File: config.mk
export PLATFORM = sky130hd
export DESIGN_NAME = uart_tx_ctrl
export DESIGN_NICKNAME = d
export VERILOG_FILES = /design/src/rtl/uart_tx_ctrl.sv
export SDC_FILE = /design/constraint.sdc
export NUM_CORES = 1
export LEC_CHECK = 0
export BUFFER_PORTS_ARGS = -buffer_cell sky130_fd_sc_hd__buf_2
export CAP_MARGIN = 20
export CORE_MARGIN = 4
export CORE_UTILIZATION = 45
export CTS_BUF_LIST = sky130_fd_sc_hd__clkbuf_8
export DETAILED_ROUTE_END_ITERATION = 10
export GPL_TIMING_DRIVEN = 0
export MAX_ROUTING_LAYER = met4
export PLACE_DENSITY = 0.66
export SYNTH_ARGS = -nofsm -noshare
export SYNTH_HDL_FRONTEND = slang
export SYNTH_SLANG_ARGS = --single-unit
export TNS_END_PERCENT = 5
File: constraint.sdc
create_clock -name sys_clk_i -period 9.6 [get_ports sys_clk_i]
set_clock_uncertainty 0.05 [all_clocks]
set_input_delay 2.88 -clock sys_clk_i [delete_from_list [all_inputs] [get_ports sys_clk_i]]
set_output_delay 2.88 -clock sys_clk_i [all_outputs]
set_load 0.02 [all_outputs]
File: src/rtl/uart_tx_ctrl.sv
// rtl/uart_tx_ctrl.sv - two-requester round-robin byte FIFO feeding a UART transmitter with fixed byte spacing
// The transmitter has no busy output, so bytes are released as one-cycle
// strobes separated by a byte-time counter rather than by a handshake.
module uart_tx_ctrl #(
  parameter int FIFO_DEPTH  = 16,
  parameter int BYTE_CYCLES = 9600,
  parameter int CW          = $clog2(FIFO_DEPTH) + 1
) (
  input  logic          sys_clk_i,
  input  logic          sys_rstn_i,
  input  logic          req0_valid_i,
  input  logic [7:0]    req0_data_i,
  output logic          req0_ready_o,
  input  logic          req1_valid_i,
  input  logic [7:0]    req1_data_i,
  output logic          req1_ready_o,
  input  logic          enable_i,
  output logic          uart_wr_o,
  output logic [7:0]    uart_dat_o,
  output logic [CW-1:0] fifo_count_o,
  output logic          idle_o
);

  localparam int AW = $clog2(FIFO_DEPTH);
  localparam int TW = $clog2(BYTE_CYCLES);

  typedef enum logic {S_IDLE, S_WAIT} state_t;

  logic [7:0]    r_mem [FIFO_DEPTH];
  logic [AW-1:0] r_wptr;
  logic [AW-1:0] r_rptr;
  logic [CW-1:0] r_count;
  logic          r_last;
  state_t        r_state;
  logic [TW-1:0] r_cnt;
  logic          r_uart_wr;
  logic [7:0]    r_uart_dat;

  logic          w_grant0;
  logic          w_grant1;
  logic          w_not_full;
  logic          w_push;
  logic [7:0]    w_push_data;
  logic          w_slot;
  logic          w_pop;

  // A lone requester wins; under contention the one not served last wins.
  assign w_grant0     = req0_valid_i & (~req1_valid_i | r_last);
  assign w_grant1     = req1_valid_i & (~req0_valid_i | ~r_last);
  // Fullness uses the current count only, so a same-edge pop never frees a slot early.
  assign w_not_full   = (r_count < CW'(FIFO_DEPTH));
  assign req0_ready_o = w_grant0 & w_not_full & sys_rstn_i;
  assign req1_ready_o = w_grant1 & w_not_full & sys_rstn_i;
  assign w_push       = (req0_valid_i & req0_ready_o) | (req1_valid_i & req1_ready_o);
  assign w_push_data  = w_grant0 ? req0_data_i : req1_data_i;

  // A byte may go out from IDLE, or from WAIT once the byte time has elapsed.
  assign w_slot = (r_state == S_IDLE) | (r_cnt == '0);
  assign w_pop  = w_slot & enable_i & (r_count != '0);

  assign uart_wr_o    = r_uart_wr;
  assign uart_dat_o   = r_uart_dat;
  assign fifo_count_o = r_count;
  assign idle_o       = (r_state == S_IDLE) & (r_count == '0);

  // FIFO storage; contents need no reset because the count gates every read.
  always_ff @(posedge sys_clk_i) begin
    if (w_push) r_mem[r_wptr] <= w_push_data;
  end

  // FIFO pointers and occupancy; simultaneous push and pop leave the count unchanged.
  always_ff @(posedge sys_clk_i or negedge sys_rstn_i) begin
    if (!sys_rstn_i) begin
      r_wptr  <= '0;
      r_rptr  <= '0;
      r_count <= '0;
    end else begin
      if (w_push) r_wptr <= r_wptr + AW'(1);
      if (w_pop)  r_rptr <= r_rptr + AW'(1);
      case ({w_push, w_pop})
        2'b10:   r_count <= r_count + CW'(1);
        2'b01:   r_count <= r_count - CW'(1);
        default: r_count <= r_count;
      endcase
    end
  end

  // Remember which requester was served last for the round-robin decision.
  always_ff @(posedge sys_clk_i or negedge sys_rstn_i) begin
    if (!sys_rstn_i) begin
      r_last <= 1'b0;
    end else if (req0_valid_i & req0_ready_o) begin
      r_last <= 1'b0;
    end else if (req1_valid_i & req1_ready_o) begin
      r_last <= 1'b1;
    end
  end

  // Issue sequencer: strobe a byte, then count down one byte time before the next.
  always_ff @(posedge sys_clk_i or negedge sys_rstn_i) begin
    if (!sys_rstn_i) begin
      r_state    <= S_IDLE;
      r_cnt      <= '0;
      r_uart_wr  <= 1'b0;
      r_uart_dat <= 8'h00;
    end else begin
      r_uart_wr <= 1'b0;
      if (w_pop) begin
        r_uart_wr  <= 1'b1;
        r_uart_dat <= r_mem[r_rptr];
        r_cnt      <= TW'(BYTE_CYCLES - 1);
        r_state    <= S_WAIT;
      end else if (r_state == S_WAIT) begin
        if (r_cnt != '0) r_cnt <= r_cnt - TW'(1);
        else             r_state <= S_IDLE;
      end
    end
  end

endmodule

## Word-level counts from Yosys, hierarchy flattened

Memory sizes are Yosys's and may differ from the RTL's. A register that Yosys moved wholly into a read port is not among the register bits.
Cells that the tools add are included.
W data, S select, Z words.

- $add $sub $neg: 5
- Multipliers: 0
- Divide/modulo/power cells: 0
- Magnitude comparators: 1
- Equal/unequal tests: 2
- Shift operators: 0
- Mux-type cells: 13
- Bitwise logic cells: 19
- Reduce and logical (&&, ||, !) cells: 10

Operators with widths:

| cell | count |
|---|---|
| $mux W14 | 3 |
| $logic_not A14 Y1 | 1 |
| $reduce_bool A14 Y1 | 1 |
| $sub A14 B1 Y14 const B | 1 |
| $and A1 B1 Y1 | 11 |
| $pmux W5 S2 | 1 |
| $add A4 B1 Y4 const B | 2 |
| $mux W1 | 8 |
| $mux W8 | 1 |
| $reduce_bool A2 Y1 | 4 |
| $add A5 B1 Y5 const B | 1 |
| $logic_not A5 Y1 | 1 |
| $lt A5 B5 Y1 const B | 1 |
| $reduce_bool A5 Y1 | 1 |
| $sub A5 B1 Y5 const B | 1 |
| $not A1 Y1 | 4 |
| $or A1 B1 Y1 | 4 |
| $eq A2 B1 Y1 const B | 1 |
| $eq A2 B2 Y1 const B | 1 |
| $reduce_and A2 Y1 | 1 |
| $logic_not A1 Y1 | 1 |

- Register bits after elaboration: 30
- Bits in latches: 0
- RAM bits: 128
- Bits in read-only memories: 0
- Input port bits: 21
- Output and inout port bits: 17
- Memories kept: 1

Memory list:

| name | depth | width | rd ports | clocked after Yosys merged registers in | write ports | RTL line | text |
|---|---|---|---|---|---|---|---|
| r_mem | 16 | 8 | 1 | 1 | 1 | 29 | `logic [7:0] r_mem [FIFO_DEPTH];` |

## Logic depth before layout (Yosys ltp)

Gate-level depths: netlist (run 1).

- Depth after elaboration: 9
- Mapped depth: 15
- Mapped depth without buffers: 14

## Worst setup path after synthesis (run 1)

No wires, ideal clock.

- Kind: input port to output port
- From: in req1_valid_i
- To: out req0_ready_o
- Arrival time: 3.702 ns
- Data required time: 6.670 ns
- Setup slack: 2.968 ns
- Stages: 3
- Buffers on the path: 0
- Cell sequence: inv_1 -> o21ai_1 -> nor3b_1

- Word-level cells in the longest chain between the ends: 5

Ends and longest elaborated chain:

| item | RTL line | text |
|---|---|---|
| start, declared | 14 | `input logic req1_valid_i,` |
| $not A1 Y1 | 48 | `assign w_grant0 = req0_valid_i & (~req1_valid_i \| r_last);` |
| $or A1 B1 Y1 | 48 |  |
| $and A1 B1 Y1 | 48 |  |
| $and A1 B1 Y1 (2 in a row) | 52 | `assign req0_ready_o = w_grant0 & w_not_full & sys_rstn_i;` |
| end, declared | 13 | `output logic req0_ready_o,` |

Every way passes these cells.

## Worst setup path after layout (run 1)

- From: in sys_rstn_i
- To: out req1_ready_o

- Word-level cells in the longest chain between the ends: 1

Ends and longest elaborated chain:

| item | RTL line | text |
|---|---|---|
| start, declared | 10 | `input logic sys_rstn_i,` |
| $and A1 B1 Y1 | 53 | `assign req1_ready_o = w_grant1 & w_not_full & sys_rstn_i;` |
| end, declared | 16 | `output logic req1_ready_o,` |

Every way passes these cells.

==> impl_metrics.toml, run 1 <==
[power_and_ir_drop]
power_mw = 1.98
p_leak_nw = 2.76
powerDensity_mw_per_mm2 = 251
ir_worst_vdd_mv = 0.108

[sta]
hold_viol_final = 0
setup_viol = 0
maxSlewViolCount = 0
finalCritPeriodShare_pct = 74.8
worst_pin_slew_ns = 0.916
relSlewSlack_pct = 38.9
fin_setup_tns_ns = 0
rsz0062_at_grt = "no"
min_period_ns = 7.18
fmax_ghz = 0.139

[die]
dieWidth_um = 133
start_util_pct = 46.2
num_rows = 45
boundaryPins = 38
coreArea_mm2 = 0.0153
dieArea_mm2 = 0.0177
die_h_um = 133

[critical_path]
critPathArrivalTime_ns = 4.25
cp-startpoint = "sys_rstn_i"
crit_path_start_kind = "primary input"
timing.rr.end = "fifo_count_o[4]"
r2r-start = "r_cnt[0]"
crit_required_ns = 6.67
path_max_fanout = 40
path_class = "primary input to output port"
rr_worst_depth = 15
r2r_slack_ns = 5.89
cp-end-kind = "output port"
endpoint = "req1_ready_o"

[logic_synthesis]
synth-async-reset-ratio_pct = 22.9
ys_top_cells_by_area = "edfxtp_1 (55%), dfrtp_1 (13%), mux2_2 (3.7%)"
netlist_area_mm2 = 0.00705
synth.most_common_cell = "edfxtp_1"
ys_warn_count = 0
synth_edf_count = 128
ys_seq_elements = 166
synth_top_cell_by_area = "edfxtp_1"
synth_top_area_share_pct = 54.5
synth_seq_area_share_pct = 68.0
syn_avg_cell_area_um2 = 14.8
syn-instance-count = 475
synth.distinct_cells = 48
synthesis.nets = 506
synthTopCellsByCount = "edfxtp_1 (128), dfrtp_1 (38), mux2i_1 (25), nand2_1 (25), mux2_2 (23)"
synth_flop_cell = "edfxtp_1"

[clocking]
cts_tree = "yes"
clk-insertion-delay-late_ns = 0.46
cts_root_buf = "clkbuf_8"
post_cts_resized = 0
ctsHoldBuffers = 0
cts.sinks = 166
clk_path_buf_depth = 2
htreeDepth = 4
clk_pin_slew_ns = 0.09
postCtsSetupBuffers = 0
cts_buffers = 17

[global_route]
grt_pass1_wl_um = 22800
grt_pass1_vias = 4014
grt_max_degree = 41
gr-total-overflow = 0
antenna_found_initial = 0
grtUsageTotal_pct = 17.7

[placement]
place_congestion = 0.781
place_hpwl_um = 9760
place_area_mm2 = 0.00750
numPortBuffers = 37

[drt]
vias = 4073
highest_layer = "met4"
routed_wirelength_um = 14500
wl_met3_um = 740
initialDrtViolationCount = 371
vias_per_cell = 5.39
detail-route-antenna-nets = 0
drcViolationCount = 0
dr_wl_met2_um = 6880
drtPass1Iterations = 4
wirelength_met1_um = 6630
wire_per_inst_um = 19.2

[layout]
drive_gt1_share_pct = 21.7
fin_nets = 562
syn_to_final_growth_pct = 12.2
antenna_cells = 0
fin_area_mm2 = 0.00791

[hold_path]
hold_path_class = "register to register"

[run]
cap_violations = 0

[outcome]
status = "finished, final reports clean"
per-layer routing:
metal	vias up	track usage, %
li1	1925	-
met1	2020	23.8
met2	109	26.5
met3	19	4.53
met4	0	5.89
met5	-	-
cell usage in the layout (no fill, tap or decap), types with 4 or more instances in the layout:
| master | n |
|---|---|
| nor2_1 | 21 |
| dfrtp_1 | 38 |
| ha_1 | 10 |
| mux4_2 | 8 |
| and4_1 | 4 |
| and2_1 | 13 |
| xor2_1 | 9 |
| nand2_1 | 25 |
| a211oi_1 | 9 |
| a21oi_1 | 20 |
| buf_2 | 48 |
| clkbuf_8 | 17 |
| o21ai_0 | 12 |
| edfxtp_1 | 128 |
| inv_6 | 8 |
| a2111oi_0 | 7 |
| o22ai_1 | 8 |
| mux2_2 | 23 |
| nor2b_1 | 12 |
| a221oi_1 | 8 |
| inv_1 | 9 |
| nor3_1 | 7 |
| xnor2_1 | 9 |
| clkbuf_1 | 10 |
| nand2b_1 | 5 |
| mux2i_1 | 25 |
| a31oi_1 | 5 |
| and3_1 | 4 |
power breakdown:
group          total (mW)  internal, mW  switching [mW]  leakage (nW)
Sequential          0.956         0.884          0.0713          1.60
Combinational       0.500         0.188           0.312         0.945
Clock               0.528         0.243           0.285         0.209
sequential cells by signal, indices dropped and copies added (netlist names):
| register | cells |
|---|---|
| r_mem | 128 |
| r_cnt | 14 |
| uart_dat_o | 8 |
| fifo_count_o | 5 |
| r_rptr | 4 |
| r_wptr | 4 |
| r_last | 1 |
| r_state | 1 |
| uart_wr_o | 1 |
area by class of cell:
| cell class | instances | area (um2) |
|---|---|---|
| well taps | 211 | 264 |
| flip-flops and latches | 166 | 4790 |
| clock buffers | 17 | 234 |
| plain buffers | 25 | 115 |
| repair buffers | 37 | 185 |
| clock inverters | 15 | 180 |
| inverters | 10 | 37.5 |
| fillers | 1283 | 7350 |
| multi-input cells | 274 | 2100 |
cell families (layout without fill, tap and decap cells):
group	after synthesis	in the layout	synth area share (%)
buffers and inverters	35	104	2.17
XOR/XNOR	18	18	2.24
flip-flops	166	166	68.0
AND/OR/NAND/NOR	105	105	8.06
AO/OA/AOI/OAI	85	85	7.95
multiplexers	56	56	9.78
adder cells (fa/ha/maj)	10	10	1.78
stage by stage:
step	worst slack [ns]	util [%]	std cells	hold WS (ns)
after global routing	2.21	51.8	755	0.477
after detailed placement	2.34	49.1	723	0.429
after floorplan	2.97	-	475	0.400
after global placement	2.38	49.1	723	0.413
after CTS	2.33	51.8	755	0.448
final	2.42	51.8	755	0.441
worst max-delay path, cell delays in order:
cell and delay [ns]:
buf_2 0.67, nor2b_1 0.33, nand2_1 0.08, a21oi_1 0.10
buf_2 0.17
worst min-delay path by stage:
| stage | from | endpoint | slack (ns) | cells past startpoint |
|---|---|---|---|---|
| finish | uart_dat_o[5] | uart_dat_o[5] | 0.44 | 2 |
| global route | uart_dat_o[6] | uart_dat_o[6] | 0.48 | 2 |
| CTS | r_cnt[0] | r_cnt[0] | 0.45 | 1 |
| global placement | uart_dat_o[5] | uart_dat_o[5] | 0.41 | 2 |
| floorplan | r_state | r_cnt[4] | 0.40 | 1 |
| detailed placement | uart_dat_o[3] | uart_dat_o[3] | 0.43 | 2 |
No activity file was read; power rests on OpenSTA's default activity.
==> inputs of run 2 (changes only) <==
- PLACE_DENSITY: 0.66 -> 0.68
- clock period: 9.6 -> 6.18 ns (I/O delays scaled with it)
==> run 2 against run 1 <==
  * Critical path depth is the same
  * Worst hold slack lost 0.0093 ns
  * Register-to-register slack lost 3.4 ns
  * Sequential power grew 56%
  * Highest routed layer unchanged
  * Combinational power grew 57%
  * Critical endpoint unchanged
  * First-iteration DRC count grew 2.7%
  * Final cell count is the same
  * Non-clock buffer count is the same
  * Cell area grew 0.21%
  * Wire length grew 3.0%
  * Setup slack lost 1.4 ns
  * Clock power grew 59%
==> impl_metrics.toml, run 2 (synthesis results as in run 1) <==
[critical_path]
cp-end-kind = "output port"
rr_worst_depth = 15
slowest_delay_ns = 0.68
path_cells = "buf_2, nor2b_1, nand2_1, a21oi_1, buf_2"
critPathMostFrequentCell = "buf_2"
r2r-start = "r_cnt[0]"
crit_path_start_kind = "primary input"
path_class = "primary input to output port"
cp-startpoint = "sys_rstn_i"
path_max_fanout = 40
slowest_stage = "buf_2"
endpoint = "req1_ready_o"
crit_required_ns = 4.28
crit_cells = 5
r2r_slack_ns = 2.51
critPathArrivalTime_ns = 3.27
cp_top_family = "buffers and inverters"
path_buf_inv = 2
timing.rr.end = "fifo_count_o[4]"

[drt]
vias_per_cell = 5.48
routed_wirelength_um = 14900
drtPass1Iterations = 5
detail-route-antenna-nets = 0
drcViolationCount = 0
initialDrtViolationCount = 381
vias = 4136
wire_per_inst_um = 19.8

[clocking]
clk_pin_slew_ns = 0.09
ctsHoldBuffers = 0
cts_buffers = 17
post_cts_resized = 0
htreeDepth = 4
postCtsSetupBuffers = 0
cts.sinks = 166
clk_path_buf_depth = 2
cts_tree = "yes"
clk-insertion-delay-late_ns = 0.46
cts_root_buf = "clkbuf_8"

[sta]
finalCritPeriodShare_pct = 83.8
worst_pin_slew_ns = 0.922
fin_setup_tns_ns = 0
rsz0062_at_grt = "no"
relSlewSlack_pct = 38.5
min_period_ns = 5.18
maxSlewViolCount = 0
fmax_ghz = 0.193
setup_viol = 0
hold_viol_final = 0

[layout]
top_register = "r_mem"
drive_gt1_share_pct = 21.5
layout_common_cells = "edfxtp_1 (128), buf_2 (48), dfrtp_1 (38), nand2_1 (25), mux2i_1 (25)"
fin_nets = 562
fillerInstances = 1257
largest_register_ffs = 128
multi_input_area_mm2 = 0.00210
fin_area_mm2 = 0.00793
seq_area_mm2 = 0.00479
antenna_cells = 0
syn_to_final_growth_pct = 12.5
final_common_cell = "edfxtp_1"

[global_route]
met3_usage_pct = 3.70
grt_pass1_wl_um = 23200
met2_usage_pct = 27.3
gr-max-usage-layer = "met2"
gr-total-overflow = 0
grtUsageMet1_pct = 24.3
antenna_found_initial = 0
grtUsageTotal_pct = 18.0
grt_pass1_vias = 4158
grt_max_degree = 41

[power_and_ir_drop]
switching_share_pct = 33.2
clock_power_share_pct = 27.0
combPwrFrac_pct = 25.2
switchingPower_mw = 1.03
ir_worst_vdd_mv = 0.204
p_leak_nw = 2.76
powerDensity_mw_per_mm2 = 393
p_seq_share_pct = 47.8
internal-power_mw = 2.08

[die]
start_util_pct = 46.2
boundaryPins = 38
dieWidth_um = 133
die_h_um = 133
dieArea_mm2 = 0.0177
coreArea_mm2 = 0.0153
num_rows = 45

[placement]
numPortBuffers = 37
place_area_mm2 = 0.00750
place_congestion = 0.789
place_hpwl_um = 9840

[hold_path]
hold_path_class = "register to register"

[outcome]
status = "finished, final reports clean"

[run]
cap_violations = 0
-- run 2: cell types whose count changed in the layout (fill, tap and decap cells not counted) --
| cell | previous run | this run |
|---|---|---|
| inv_8 | 3 | 2 |
| clkinv_2 | 0 | 1 |
| bufinv_16 | 2 | 3 |
| clkinv_1 | 0 | 1 |
| clkinvlp_4 | 1 | 2 |
| clkinv_8 | 0 | 1 |
| clkinv_4 | 1 | 2 |
| inv_6 | 8 | 3 |
-- run 2: worst reg2reg max path, cell delays in order (launching register included) --
cell and delay [ns]:
dfrtp_1 0.41, inv_1 0.09, ha_1 0.23, nor4b_2 0.40
a41oi_1 0.31, nand2b_1 0.31, inv_2 0.23, ha_1 0.22
clkbuf_1 0.30, xor2_1 0.12, ha_1 0.23, o211ai_1 0.17
a21oi_1 0.09, a31oi_1 0.17, nor2_1 0.07, xor2_1 0.14
-- run 2: cell type report --
cell class / instances / share of cell area, %
flip-flops and latches: 166 / 60.5
multi-input cells: 274 / 26.5
well taps: 211 / 3.33
clock buffers: 17 / 2.95
clock inverters: 15 / 2.48
repair buffers: 37 / 2.34
plain buffers: 25 / 1.45
inverters: 10 / 0.473
-- run 2: per-stage QoR --
step | hold slack (ns) | worst slack [ns] | total power, mW | instances | util, %
final | 0.432 | 1.00 | 3.11 | 755 | 52.0
after global routing | 0.465 | 0.791 | 3.26 | 755 | 52.0
after CTS | 0.439 | 0.916 | 3.13 | 755 | 52.0
after detailed placement | 0.418 | 0.927 | 2.29 | 723 | 49.1
after global placement | 0.416 | 1.05 | 2.25 | 723 | 49.1
after floorplan | 0.400 | 1.60 | 2.01 | 475 | -
-- run 2: metal layers --
layer	vias to the layer above	routed length (um)
met2	126	7000
met3	24	771
li1	1924	-
met5	-	0
met1	2062	6890
met4	0	278
-- run 2: worst min path at each step --
stage	from	endpoint	slack, ns	cells past startpoint
finish	uart_dat_o[5]	uart_dat_o[5]	0.43	2
global route	uart_dat_o[3]	uart_dat_o[3]	0.47	2
CTS	uart_dat_o[5]	uart_dat_o[5]	0.44	2
detailed placement	uart_dat_o[5]	uart_dat_o[5]	0.42	2
global placement	uart_dat_o[3]	uart_dat_o[3]	0.42	2
floorplan	r_state	r_cnt[4]	0.40	1
-- run 2: power groups by stage --
stage               sequential [mW]  combinational, mW  clock, mW
global placement               1.50              0.752          0
floorplan                      1.53              0.483          0
finish                         1.49              0.784      0.842
global route                   1.51              0.856      0.897
CTS                            1.49              0.787      0.853
detailed placement             1.51              0.785          0
